===== config.mk =====
export PLATFORM = sky130hd
export DESIGN_NAME = matmul_output_drain
export DESIGN_NICKNAME = d
export VERILOG_FILES = /design/src/rtl/matmul_drain_pkg.sv /design/src/rtl/drain_relu_word.sv /design/src/rtl/matmul_output_drain.sv
export SDC_FILE = /design/constraint.sdc
export NUM_CORES = 1
export LEC_CHECK = 0
export ABC_AREA = 0
export BUFFER_PORTS_ARGS = -buffer_cell sky130_fd_sc_hd__buf_2
export CAP_MARGIN = 20
export CORE_UTILIZATION = 49
export DETAILED_ROUTE_END_ITERATION = 8
export PLACE_DENSITY = 0.86
export SETUP_SLACK_MARGIN = 0.02
export SLEW_MARGIN = 40
export SYNTH_ARGS = -nofsm -noshare
export SYNTH_HDL_FRONTEND = slang
export SYNTH_SLANG_ARGS = --single-unit

===== constraint.sdc =====
create_clock -name clk -period 15.7 [get_ports clk]
set_input_delay 2.355 -clock clk [delete_from_list [all_inputs] [get_ports clk]]
set_output_delay 2.355 -clock clk [all_outputs]
set_load 0.01 [all_outputs]

===== src/rtl/matmul_drain_pkg.sv =====
// Shared types and sizing for the matmul output drain.
// ROWS/COLS default to 4 unless the build defines them.
`ifndef ROWS
`define ROWS 4
`endif
`ifndef COLS
`define COLS 4
`endif

package matmul_drain_pkg;

    typedef enum logic [1:0] {
        IDLE,
        SNAP,
        STREAM,
        FIN
    } drain_state_t;

    localparam int ROW_IDX_W = $clog2(`ROWS) + 1;

endpackage


===== src/rtl/drain_relu_word.sv =====
// Signed ReLU on one output word: negative values clamp to zero when enabled.
module drain_relu_word #(
    parameter int WORD_SIZE = 16
) (
    input  logic [WORD_SIZE-1:0] word,
    input  logic                 relu_en,
    output logic [WORD_SIZE-1:0] result
);

    assign result = (relu_en && word[WORD_SIZE-1]) ? '0 : word;

endmodule


===== src/rtl/matmul_output_drain.sv =====
// Snapshots the collected matmul result on start, then streams it one row per
// beat over valid/ready, with optional ReLU applied on the way out.
module matmul_output_drain
    import matmul_drain_pkg::*;
#(
    parameter int ROWS      = `ROWS,
    parameter int COLS      = `COLS,
    parameter int WORD_SIZE = 16
) (
    input  logic                      clk,
    input  logic                      rst,
    input  logic                      start,
    input  logic                      relu_en,
    input  logic [WORD_SIZE-1:0]      output_matrix [ROWS][COLS],
    input  logic                      out_ready,
    output logic                      out_valid,
    output logic [COLS*WORD_SIZE-1:0] out_data,
    output logic [$clog2(ROWS):0]     out_row,
    output logic                      out_last,
    output logic                      busy,
    output logic                      done,
    output logic                      start_overrun
);

    localparam int            RW       = $clog2(ROWS) + 1;
    localparam logic [RW-1:0] LAST_ROW = RW'(ROWS - 1);

    drain_state_t         state_q, state_d;
    logic [WORD_SIZE-1:0] mat_buf    [ROWS][COLS];
    logic [WORD_SIZE-1:0] row_words  [COLS];
    logic [WORD_SIZE-1:0] relu_words [COLS];
    logic [RW-1:0]        row_q;
    logic                 relu_q;
    logic                 overrun_q;
    logic                 accept_start;
    logic                 at_last;
    logic                 xfer;

    // FIN accepts a new start so back-to-back matmuls lose no cycle.
    assign accept_start  = start && (state_q == IDLE || state_q == FIN);
    assign out_valid     = (state_q == STREAM);
    assign at_last       = (row_q == LAST_ROW);
    assign xfer          = out_valid && out_ready;
    assign busy          = (state_q == SNAP) || (state_q == STREAM);
    assign done          = (state_q == FIN);
    assign out_row       = row_q;
    assign out_last      = out_valid && at_last;
    assign start_overrun = overrun_q;

    // NOTE: sequential state uses non-blocking assignments so every register
    // samples pre-edge values regardless of statement order.
    always_ff @(posedge clk) begin
        if (rst) begin
            state_q   <= IDLE;
            row_q     <= '0;
            relu_q    <= 1'b0;
            overrun_q <= 1'b0;
        end else begin
            state_q   <= state_d;
            overrun_q <= start && busy;
            if (accept_start) begin
                row_q  <= '0;
                relu_q <= relu_en;
            end else if (xfer) begin
                row_q <= at_last ? '0 : row_q + 1'b1;
            end
        end
    end

    // NOTE: the snapshot buffer has no reset; it is always rewritten before
    // it is read, and leaving it out keeps it mappable to plain storage.
    always_ff @(posedge clk) begin
        if (accept_start) begin
            mat_buf <= output_matrix;
        end
    end

    // NOTE: every always_comb output gets a default first so no path infers a latch.
    always_comb begin
        state_d = state_q;
        case (state_q)
            IDLE:    if (start) state_d = SNAP;
            SNAP:    state_d = STREAM;
            STREAM:  if (xfer && at_last) state_d = FIN;
            FIN:     state_d = start ? SNAP : IDLE;
            default: state_d = IDLE;
        endcase
    end

    always_comb begin
        row_words = mat_buf[0];
        for (int r = 0; r < ROWS; r++) begin
            if (row_q == RW'(r)) begin
                row_words = mat_buf[r];
            end
        end
    end

    for (genvar c = 0; c < COLS; c++) begin : g_col
        drain_relu_word #(
            .WORD_SIZE(WORD_SIZE)
        ) u_relu (
            .word   (row_words[c]),
            .relu_en(relu_q),
            .result (relu_words[c])
        );
        assign out_data[c*WORD_SIZE +: WORD_SIZE] = out_valid ? relu_words[c] : '0;
    end

endmodule

==> out/metrics.yaml, run 1 <==
maxCapViolCount: 0
first_pass_iteration_count_of_the_detailed_router: 4
cpPeakStageDelay_ns: 0.67
dp_hpwl_um: 17300
path_max_fanout: 35
ioPinCount: 333
synth.cells.most_frequent: "sky130_fd_sc_hd__edfxtp_1, sky130_fd_sc_hd__o21ai_0, sky130_fd_sc_hd__a21o_1"
fill_cells: 1576
rows: 53
syn_area_cell_um2: 15.8
overflow: 0
period_share: 0.360
synth_area_leaders: "sky130_fd_sc_hd__edfxtp_1, sky130_fd_sc_hd__mux2i_1, sky130_fd_sc_hd__a21o_1"
dp.cells: 1245
crit_slowest_cell: "sky130_fd_sc_hd__buf_4"
detailed_routing_wirelength_on_met1_um: 9090
timing.final.hold_violations: 0
crit_path_start_kind: "flip-flop"
detailroute.via_count: 6899
final_layout_size_suffix_gt1_frac: 0.420
fin_crit_ns: 5.65
chipHeight_um: 149
synth.ff_latch_count: 263
dp_worst_setup_slack_ns: 10.59
die_width_um: 149
synth_nets: 940
cell_family_contributing_the_most_delay_on_the_critical_path: "buffers and inverters"
regArea_mm2: 0.00783
syn_area_mm2: 0.0106
grt_pass1_wl_um: 36900
routabilityCongestion: 0.776
worst-endpoint-arrival_ns: 3.30
final.setup.tns_ns: 0
grt_start_max_net_pins: 107
cts.clk_slew.worst_paths_ns: 0.06
final_antenna_net_count: 0
met2WireLength_um: 13300
yosys_most_used_dff: "sky130_fd_sc_hd__edfxtp_1"
achievable-frequency_ghz: 0.177
start_util: 0.502
grt_use_total: 0.220
most_frequently_used_cell_type_in_the_post_synthesis_netlist: "sky130_fd_sc_hd__edfxtp_1"
timing.critical_path.required_ns: 13.35
timing.critical_path.to_type: "output port"
postCtsResizedCells: 0
numCtsBuffers: 28
cts_tree: "done"
numClockSinks: 263
dominant_cell_type_by_area_after_synthesis: "sky130_fd_sc_hd__edfxtp_1"
synth_edf_count: 256
clock_path_buffers: 3
htreeDepth: 1
post-cts-setup-buffers: 0
static-leakage-power_uw: 0.00535
worstSetupPathType: "reg2out"
synth.yosys.seq_area_share: 0.737
yosysWarnings: 0
skew_ns: 0.0211
hold_buffer_count_at_cts: 0
dr.max_layer_used: "met5"
relative_slew_slack: 0.474
sum_of_met3_wire_segment_lengths_after_detailed_routing_um: 1710
path_cells: "ha_1 > and2b_4 > buf_4 > mux2i_1 > a21o_1 > a21oi_1 > buf_2"
power_total_uw: 2200
first_global_vias: 7066
fp.dieArea_mm2: 0.0223
clk-insertion-delay-late_ns: 0.54
async_reset_ff_frac: 0
min_path_type: "reg2reg"
synth_cell_type_count: 33
timing.critical_path.buf_inv: 2
wirelength_um: 25100
multi_input_area_mm2: 0.00258
wl_per_cell_um: 19.3
finalMaxSlewViolations: 0
post_syn_instances: 672
power.density_cell_area_mw_per_mm2: 165
worst_hold_slack_ns: 0.561
status: "complete, no violations"
via_per_inst: 5.29
rsz_0062_raised_after_global_routing: "false"
drc: 0
power.ir.vdd_worst_uv: 98.5
final-instance-count-excl-fill: 1303
grt_antenna_before_repair: 10
io_buffers: 332
timing.final.setup_violations: 0
setup.reg_to_reg.worst_slack_ns: 13.11
tightestPinTransition_ns: 0.788
initialDrtViolationCount: 318
cts.root.buffer_cell: "sky130_fd_sc_hd__clkbuf_16"
finalNetCount: 1268
layout-area-overhead-vs-synth_pct: 25.9
postLayoutSetupSlackWorst_ns: 10.05
core_area_mm2: 0.0212
post-synth-top-area-fraction: 0.723
==> tightest hold or removal path, delay by kind of cell (launching register included) <==
kind | cells | cell delay, ns
AO/OA/AOI/OAI | 1 | 0.09
buffers and inverters | 1 | 0.08
flip-flops | 1 | 0.34
==> layout by cell type (no fill, tap or decap), drive strengths merged <==
cell     Yosys  final
a211oi       1      1
a221oi       5      5
buf         20    339
a21o        64     64
inv          5      6
edfxtp     256    256
o21ai       69     69
clkinv       0     16
o21bai       1      1
nor4         1      1
nand2b       3      3
nor2         7      7
nor3         6      6
ha           7      7
and4bb       1      1
diode        0      8
nor4bb       3      3
and2         1      1
nand2       62     62
a21oi       62     62
nor2b        3      3
clkbuf      21     31
mux2i       62     62
a2111oi      1      1
and3         2      2
dfxtp        7      7
nand3b       1      1
bufinv       0      2
and2b        1      1
==> final cells by class <==
type / instances / share of cell area
clock buffers: 31 / 0.0532
clock inverters: 19 / 0.0109
well taps: 275 / 0.0257
repair buffers: 339 / 0.129
flip-flops and latches: 263 / 0.585
inverters: 5 / 0.00140
diodes: 8 / 0.00150
multi-input cells: 363 / 0.193
==> per-layer routing <==
layer / vias to the layer above / global-route usage
met5: - / 0
met1: 3323 / 0.242
met4: 6 / 0.105
met3: 70 / 0.0529
met2: 269 / 0.398
li1: 3231 / -
==> cells by family after synthesis <==
logic type | Yosys count | share of synthesized area
flops | 263 | 0.737
simple gates | 91 | 0.0387
mux | 62 | 0.0584
fa+ha+maj | 7 | 0.00824
compound gates | 203 | 0.132
buf+inv | 46 | 0.0259
==> metrics by stage <==
step | area (um^2) | utilization
2_1_floorplan | 10600 | -
3_3_place_gp | 12500 | 0.589
3_5_place_dp | 12500 | 0.591
4_1_cts | 13400 | 0.631
5_1_grt | 13400 | 0.632
6_report | 13400 | 0.632
==> flip-flops by register name, indices dropped and copies added, names as in the netlist <==
name,count
start_overrun,1
relu_q,1
state_q,2
mat_buf,256
out_row,3
==> path summary, 6_finish.rpt <==
check,start,end,depth (start not counted)
min,out_row[1],out_row[1],2
max,out_row[0],out_data[34],7
max reg2reg,state_q[1],mat_buf[32],4
min reg2reg,out_row[1],out_row[1],2
==> report_power, final <==
part | switching [uW] | internal, uW | leakage [uW] | total (uW)
Clock | 256 | 357 | 0.000419 | 613
Combinational | 325 | 172 | 0.00244 | 496
Sequential | 52.1 | 1040 | 0.00249 | 1090
Total | 633 | 1570 | 0.00535 | 2200
No activity file was read; power rests on OpenSTA's default activity.
==> run 2, diff against run 1 <==
==> constraint.sdc (replaced) <==
create_clock -name clk -period 5.8 [get_ports clk]
set_input_delay 0.87 -clock clk [delete_from_list [all_inputs] [get_ports clk]]
set_output_delay 0.87 -clock clk [all_outputs]
set_load 0.01 [all_outputs]
==> run 2 against run 1 <==
Effect of this change:
- sequential share of layout area down 0.63 points
- combinational power rose to 2.7 times the previous value
- critical path depth unchanged
- sequential power rose to 2.7 times the previous value
- final cell count up 0.23%
- total power rose to 2.8 times the previous value
- global-route usage down 0.61 points
- clock skew up 0.00067 ns
==> out/metrics.yaml, run 2 (synthesis results as in run 1) <==
status: "complete, no violations"
start_util: 0.502
core_area_mm2: 0.0212
routabilityCongestion: 0.804
relative_slew_slack: 0.450
wirelength_um: 24500
use_met1: 0.250
final_antenna_net_count: 0
clock_path_buffers: 3
fp.dieArea_mm2: 0.0223
power.switching_uw: 1720
number_of_flip_flops_under_the_largest_register_name: 256
numCtsBuffers: 27
final_layout_size_suffix_gt1_frac: 0.430
via_per_inst: 5.25
largest_register: "mat_buf"
commonest_non_fill_non_tap_cells_in_the_layout: "sky130_fd_sc_hd__buf_2, sky130_fd_sc_hd__edfxtp_1, sky130_fd_sc_hd__o21ai_0, sky130_fd_sc_hd__a21o_1"
die_width_um: 149
htreeDepth: 1
fin_crit_ns: 4.11
clk-insertion-delay-late_ns: 0.53
power_switching_share: 0.283
clock_power_share: 0.291
chipHeight_um: 149
crit_path_start_kind: "flip-flop"
skew_ns: 0.0217
first_pass_iteration_count_of_the_detailed_router: 5
path_max_fanout: 37
grt_pass1_wl_um: 36100
rsz_0062_raised_after_global_routing: "false"
maxCapViolCount: 0
power.density_cell_area_mw_per_mm2: 450
postCtsResizedCells: 0
postLayoutSetupSlackWorst_ns: 1.69
detailroute.via_count: 6858
post-cts-setup-buffers: 0
dp_hpwl_um: 16900
wl_per_cell_um: 18.8
timing.critical_path.to_type: "output port"
dp_worst_setup_slack_ns: 2.17
first_global_vias: 6847
top_usage_layer: "met2"
numClockSinks: 263
layout-area-overhead-vs-synth_pct: 27.2
grt_start_max_net_pins: 139
pwr-share-seq: 0.487
overflow: 0
cts_tree: "done"
grt_antenna_before_repair: 8
power.ir.vdd_worst_uv: 277
grt_use_met3: 0.0453
finalNetCount: 1270
finalMaxSlewViolations: 0
hold_buffer_count_at_cts: 0
ioPinCount: 333
cts.root.buffer_cell: "sky130_fd_sc_hd__clkbuf_16"
static-leakage-power_uw: 0.00541
met2_layer_usage_reported_by_global_route: 0.370
power.internal_uw: 4360
timing.final.hold_violations: 0
drc: 0
cts.clk_slew.worst_paths_ns: 0.06
worstSetupPathType: "reg2out"
timing.final.setup_violations: 0
grt_use_total: 0.214
layout_commonest_cell: "sky130_fd_sc_hd__buf_2"
achievable-frequency_ghz: 0.243
period_share: 0.709
timing.critical_path.required_ns: 4.93
rows: 53
initialDrtViolationCount: 274
min_path_type: "in2reg"
io_buffers: 332
final.setup.tns_ns: 0
combinationalPowerShare: 0.222
worst-endpoint-arrival_ns: 3.24
tightestPinTransition_ns: 0.826
-- run 2: cell types whose count changed in the layout (fill, tap and decap cells not counted) --
| cell | change |
|---|---|
| sky130_fd_sc_hd__buf_12 | +2 |
| sky130_fd_sc_hd__buf_16 | +2 |
| sky130_fd_sc_hd__buf_4 | +2 |
| sky130_fd_sc_hd__buf_6 | -3 |
| sky130_fd_sc_hd__bufinv_16 | +1 |
| sky130_fd_sc_hd__clkbuf_1 | +1 |
| sky130_fd_sc_hd__clkbuf_16 | -1 |
| sky130_fd_sc_hd__clkbuf_8 | +6 |
| sky130_fd_sc_hd__clkinv_1 | -10 |
| sky130_fd_sc_hd__clkinv_4 | +1 |
| sky130_fd_sc_hd__clkinv_8 | -1 |
| sky130_fd_sc_hd__clkinvlp_4 | +3 |
-- run 2: final timing paths --
path / from / endpoint / slack, ns / depth (start not counted)
worst min register to register: out_row[1] / out_row[1] / 0.55 / 2
worst max register to register: state_q[1] / mat_buf[220] / 3.23 / 5
worst max-delay path: out_row[0] / out_data[20] / 1.69 / 7
worst min-delay path: output_matrix[3] / mat_buf[3] / 0.50 / 1
-- run 2: area by class of cell --
class	count	area, um^2
inverter	5	18.8
antenna	8	20.0
fill	1530	7630
multi-input combinational	363	2580
timing repair buffer	342	1810
clock inverter	13	153
sequential	263	7830
clock buffer	37	773
tap	275	344
-- run 2: per-stage QoR --
stage          utilization  area, um^2  power (uW)  std cells  hold WS, ns
6_report             0.639       13500        6080       1306        0.504
5_1_grt              0.639       13500        6350       1304        0.482
3_3_place_gp         0.589       12500        4270       1245        0.511
3_5_place_dp         0.594       12600        4360       1248        0.535
4_1_cts              0.638       13500        6140       1298        0.479
2_1_floorplan            -       10600        3940        672        0.516
-- run 2: per-layer routing --
layer  part of all wire  vias to the layer above
li1                   -                     3237
met1               0.38                     3278
met2               0.51                      274
met3              0.068                       69
met4              0.045                        0
met5                  0                        -
-- run 2: power by group through the flow --
stage                     Sequential (uW)  Clock [uW]  Combinational [uW]
final                                2960        1770                1350
after global routing                 3010        1870                1470
after CTS                            2970        1810                1360
after detailed placement             3000           0                1350
after global placement               2980           0                1290
after floorplan                      3030           0                 908
-- run 2: critical path: stages (launching register included) --
cell                       delay [ns]
sky130_fd_sc_hd__dfxtp_1         0.36
sky130_fd_sc_hd__ha_1            0.33
sky130_fd_sc_hd__nand2b_2        0.54
sky130_fd_sc_hd__buf_4           0.43
sky130_fd_sc_hd__o21ai_0         0.19
sky130_fd_sc_hd__o21ai_4         0.56
sky130_fd_sc_hd__a21oi_1         0.09
sky130_fd_sc_hd__buf_2           0.17
==> run 3, diff against run 2 <==
--- a/config.mk
+++ b/config.mk
@@ -8,9 +8,9 @@
 export ABC_AREA = 0
 export BUFFER_PORTS_ARGS = -buffer_cell sky130_fd_sc_hd__buf_2
 export CAP_MARGIN = 20
-export CORE_UTILIZATION = 49
+export CORE_UTILIZATION = 46
 export DETAILED_ROUTE_END_ITERATION = 8
-export PLACE_DENSITY = 0.86
+export PLACE_DENSITY = 0.85
 export SETUP_SLACK_MARGIN = 0.02
 export SLEW_MARGIN = 40
 export SYNTH_ARGS = -nofsm -noshare
==> constraint.sdc (replaced) <==
create_clock -name clk -period 3.4 [get_ports clk]
set_input_delay 0.51 -clock clk [delete_from_list [all_inputs] [get_ports clk]]
set_output_delay 0.51 -clock clk [all_outputs]
set_load 0.01 [all_outputs]
==> run 3 against run 2 <==
Effect of this change:
- global-route usage decreased by 1.5 points
- combinational power increased by 81%
- utilization decreased by 4.1 points
- final cell count increased by 1.3%
- first-iteration DRC count increased by 55%
- via count decreased by 0.77%
- sequential share of layout area decreased by 0.087 points
- non-clock buffer count increased by 8
- critical path depth unchanged
- cell area increased by 0.17%
==> out/metrics.yaml, run 3 (synthesis results as in run 1) <==
status: "complete, no violations"
finalNetCount: 1278
static-leakage-power_uw: 0.00542
final_layout_size_suffix_gt1_frac: 0.436
worst_hold_slack_ns: 0.143
wl_per_cell_um: 18.4
grt_pass1_wl_um: 36200
cts.root.buffer_cell: "sky130_fd_sc_hd__clkbuf_16"
layout-area-overhead-vs-synth_pct: 27.4
numCtsBuffers: 27
power.switching_uw: 2920
clock_path_buffers: 3
relative_slew_slack: 0.537
start_util: 0.469
power_switching_share: 0.286
wirelength_um: 24400
grt_antenna_before_repair: 9
grt_start_max_net_pins: 77
power_total_uw: 10200
layout_commonest_cell: "sky130_fd_sc_hd__buf_2"
grt_use_total: 0.199
dp_hpwl_um: 16900
power.internal_uw: 7270
min_path_type: "in2reg"
commonest_non_fill_non_tap_cells_in_the_layout: "sky130_fd_sc_hd__buf_2, sky130_fd_sc_hd__edfxtp_1, sky130_fd_sc_hd__o21ai_0, sky130_fd_sc_hd__a21o_1"
timing.critical_path.to_type: "output port"
cts_tree: "done"
timing.critical_path.required_ns: 2.89
power.ir.vdd_worst_uv: 476
numClockSinks: 263
largest_register: "mat_buf"
fp.dieArea_mm2: 0.0237
maxCapViolCount: 0
power.density_cell_area_mw_per_mm2: 752
htreeDepth: 1
worstSetupPathType: "reg2out"
initialDrtViolationCount: 424
number_of_flip_flops_under_the_largest_register_name: 256
clk-insertion-delay-late_ns: 0.53
rows: 55
skew_ns: 0.0278
pwr-share-seq: 0.493
ioPinCount: 333
path_max_fanout: 11
detailroute.via_count: 6805
die_width_um: 154
final.setup.tns_ns: 0
achievable-frequency_ghz: 0.315
clock_power_share: 0.266
drc: 0
chipHeight_um: 154
crit_path_start_kind: "flip-flop"
routabilityCongestion: 0.825
timing.final.hold_violations: 0
period_share: 0.934
tightestPinTransition_ns: 0.695
final_antenna_net_count: 0
fill_cells: 1683
finalMaxSlewViolations: 0
core_area_mm2: 0.0226
rsz_0062_raised_after_global_routing: "false"
combinationalPowerShare: 0.241
fin_crit_ns: 3.18
first_global_vias: 6927
worst-endpoint-arrival_ns: 2.67
timing.final.setup_violations: 0
cts.clk_slew.worst_paths_ns: 0.06
io_buffers: 332
first_pass_iteration_count_of_the_detailed_router: 5
overflow: 0
via_per_inst: 5.14
==> run 3: cell types whose count changed in the layout (fill, tap and decap cells not counted), moves of 4 or more <==
cell / change
sky130_fd_sc_hd__clkinv_1: +4
sky130_fd_sc_hd__clkbuf_8: -6
sky130_fd_sc_hd__buf_12: +7
sky130_fd_sc_hd__clkinv_2: +4
sky130_fd_sc_hd__buf_4: +4
==> run 3: what timing repair did <==
item	4_1_cts	5_1_grt
buffers inserted	0	4
gates resized for setup	0	1
endpoints found under the setup margin	0	33
hold buffers	0	0
==> run 3: routing by layer <==
layer,GRT usage,vias to the layer above,routed length (um)
li1,-,3253,-
met4,0.0967,2,1050
met1,0.229,3210,9300
met5,0,-,8
met2,0.349,274,12300
met3,0.0485,66,1760
==> run 3: final cells by class <==
class / count / area (um^2) / share of cell area
antenna: 8 / 20.0 / 0.00148
clock buffer: 30 / 687 / 0.0507
clock inverter: 19 / 129 / 0.00952
inverter: 5 / 18.8 / 0.00139
multi-input combinational: 363 / 2590 / 0.192
sequential: 263 / 7830 / 0.578
tap: 285 / 357 / 0.0263
timing repair buffer: 350 / 1910 / 0.141
==> run 3: worst paths after layout <==
| kind | cells after the start | from | slack, ns | end |
|---|---|---|---|---|
| min | 1 | output_matrix[70] | 0.14 | mat_buf[70] |
| max | 7 | out_row[0] | 0.22 | out_data[48] |
| max reg2reg | 4 | state_q[1] | 1.38 | mat_buf[100] |
| min reg2reg | 2 | state_q[1] | 0.55 | state_q[1] |
==> run 3: worst max-delay path, cell delays in order (launching register included) <==
cell and delay (ns):
sky130_fd_sc_hd__dfxtp_1 0.42, sky130_fd_sc_hd__ha_1 0.32, sky130_fd_sc_hd__and2b_4 0.33, sky130_fd_sc_hd__buf_4 0.28
sky130_fd_sc_hd__mux2i_1 0.37, sky130_fd_sc_hd__a21o_1 0.17, sky130_fd_sc_hd__a21oi_1 0.06, sky130_fd_sc_hd__buf_2 0.18
==> run 3: metrics by stage <==
step	instances	worst slack (ns)	cell area, um^2	utilization
final	1323	0.224	13500	0.598
after global routing	1321	0.0790	13500	0.598
after CTS	1311	0.101	13500	0.594
after detailed placement	1262	0.692	12600	0.558
after global placement	1262	0.562	12600	0.557
after floorplan	672	-1.57	10600	-
==> run 3: power by group through the flow <==
| stage | Combinational [uW] | Clock (uW) | Sequential, uW |
|---|---|---|---|
| 6_report | 2450 | 2710 | 5020 |
| 4_1_cts | 2410 | 2770 | 5030 |
| 2_1_floorplan | 1570 | 0 | 5170 |
| 3_3_place_gp | 2340 | 0 | 5050 |
| 3_5_place_dp | 2400 | 0 | 5090 |
| 5_1_grt | 2660 | 2890 | 5110 |
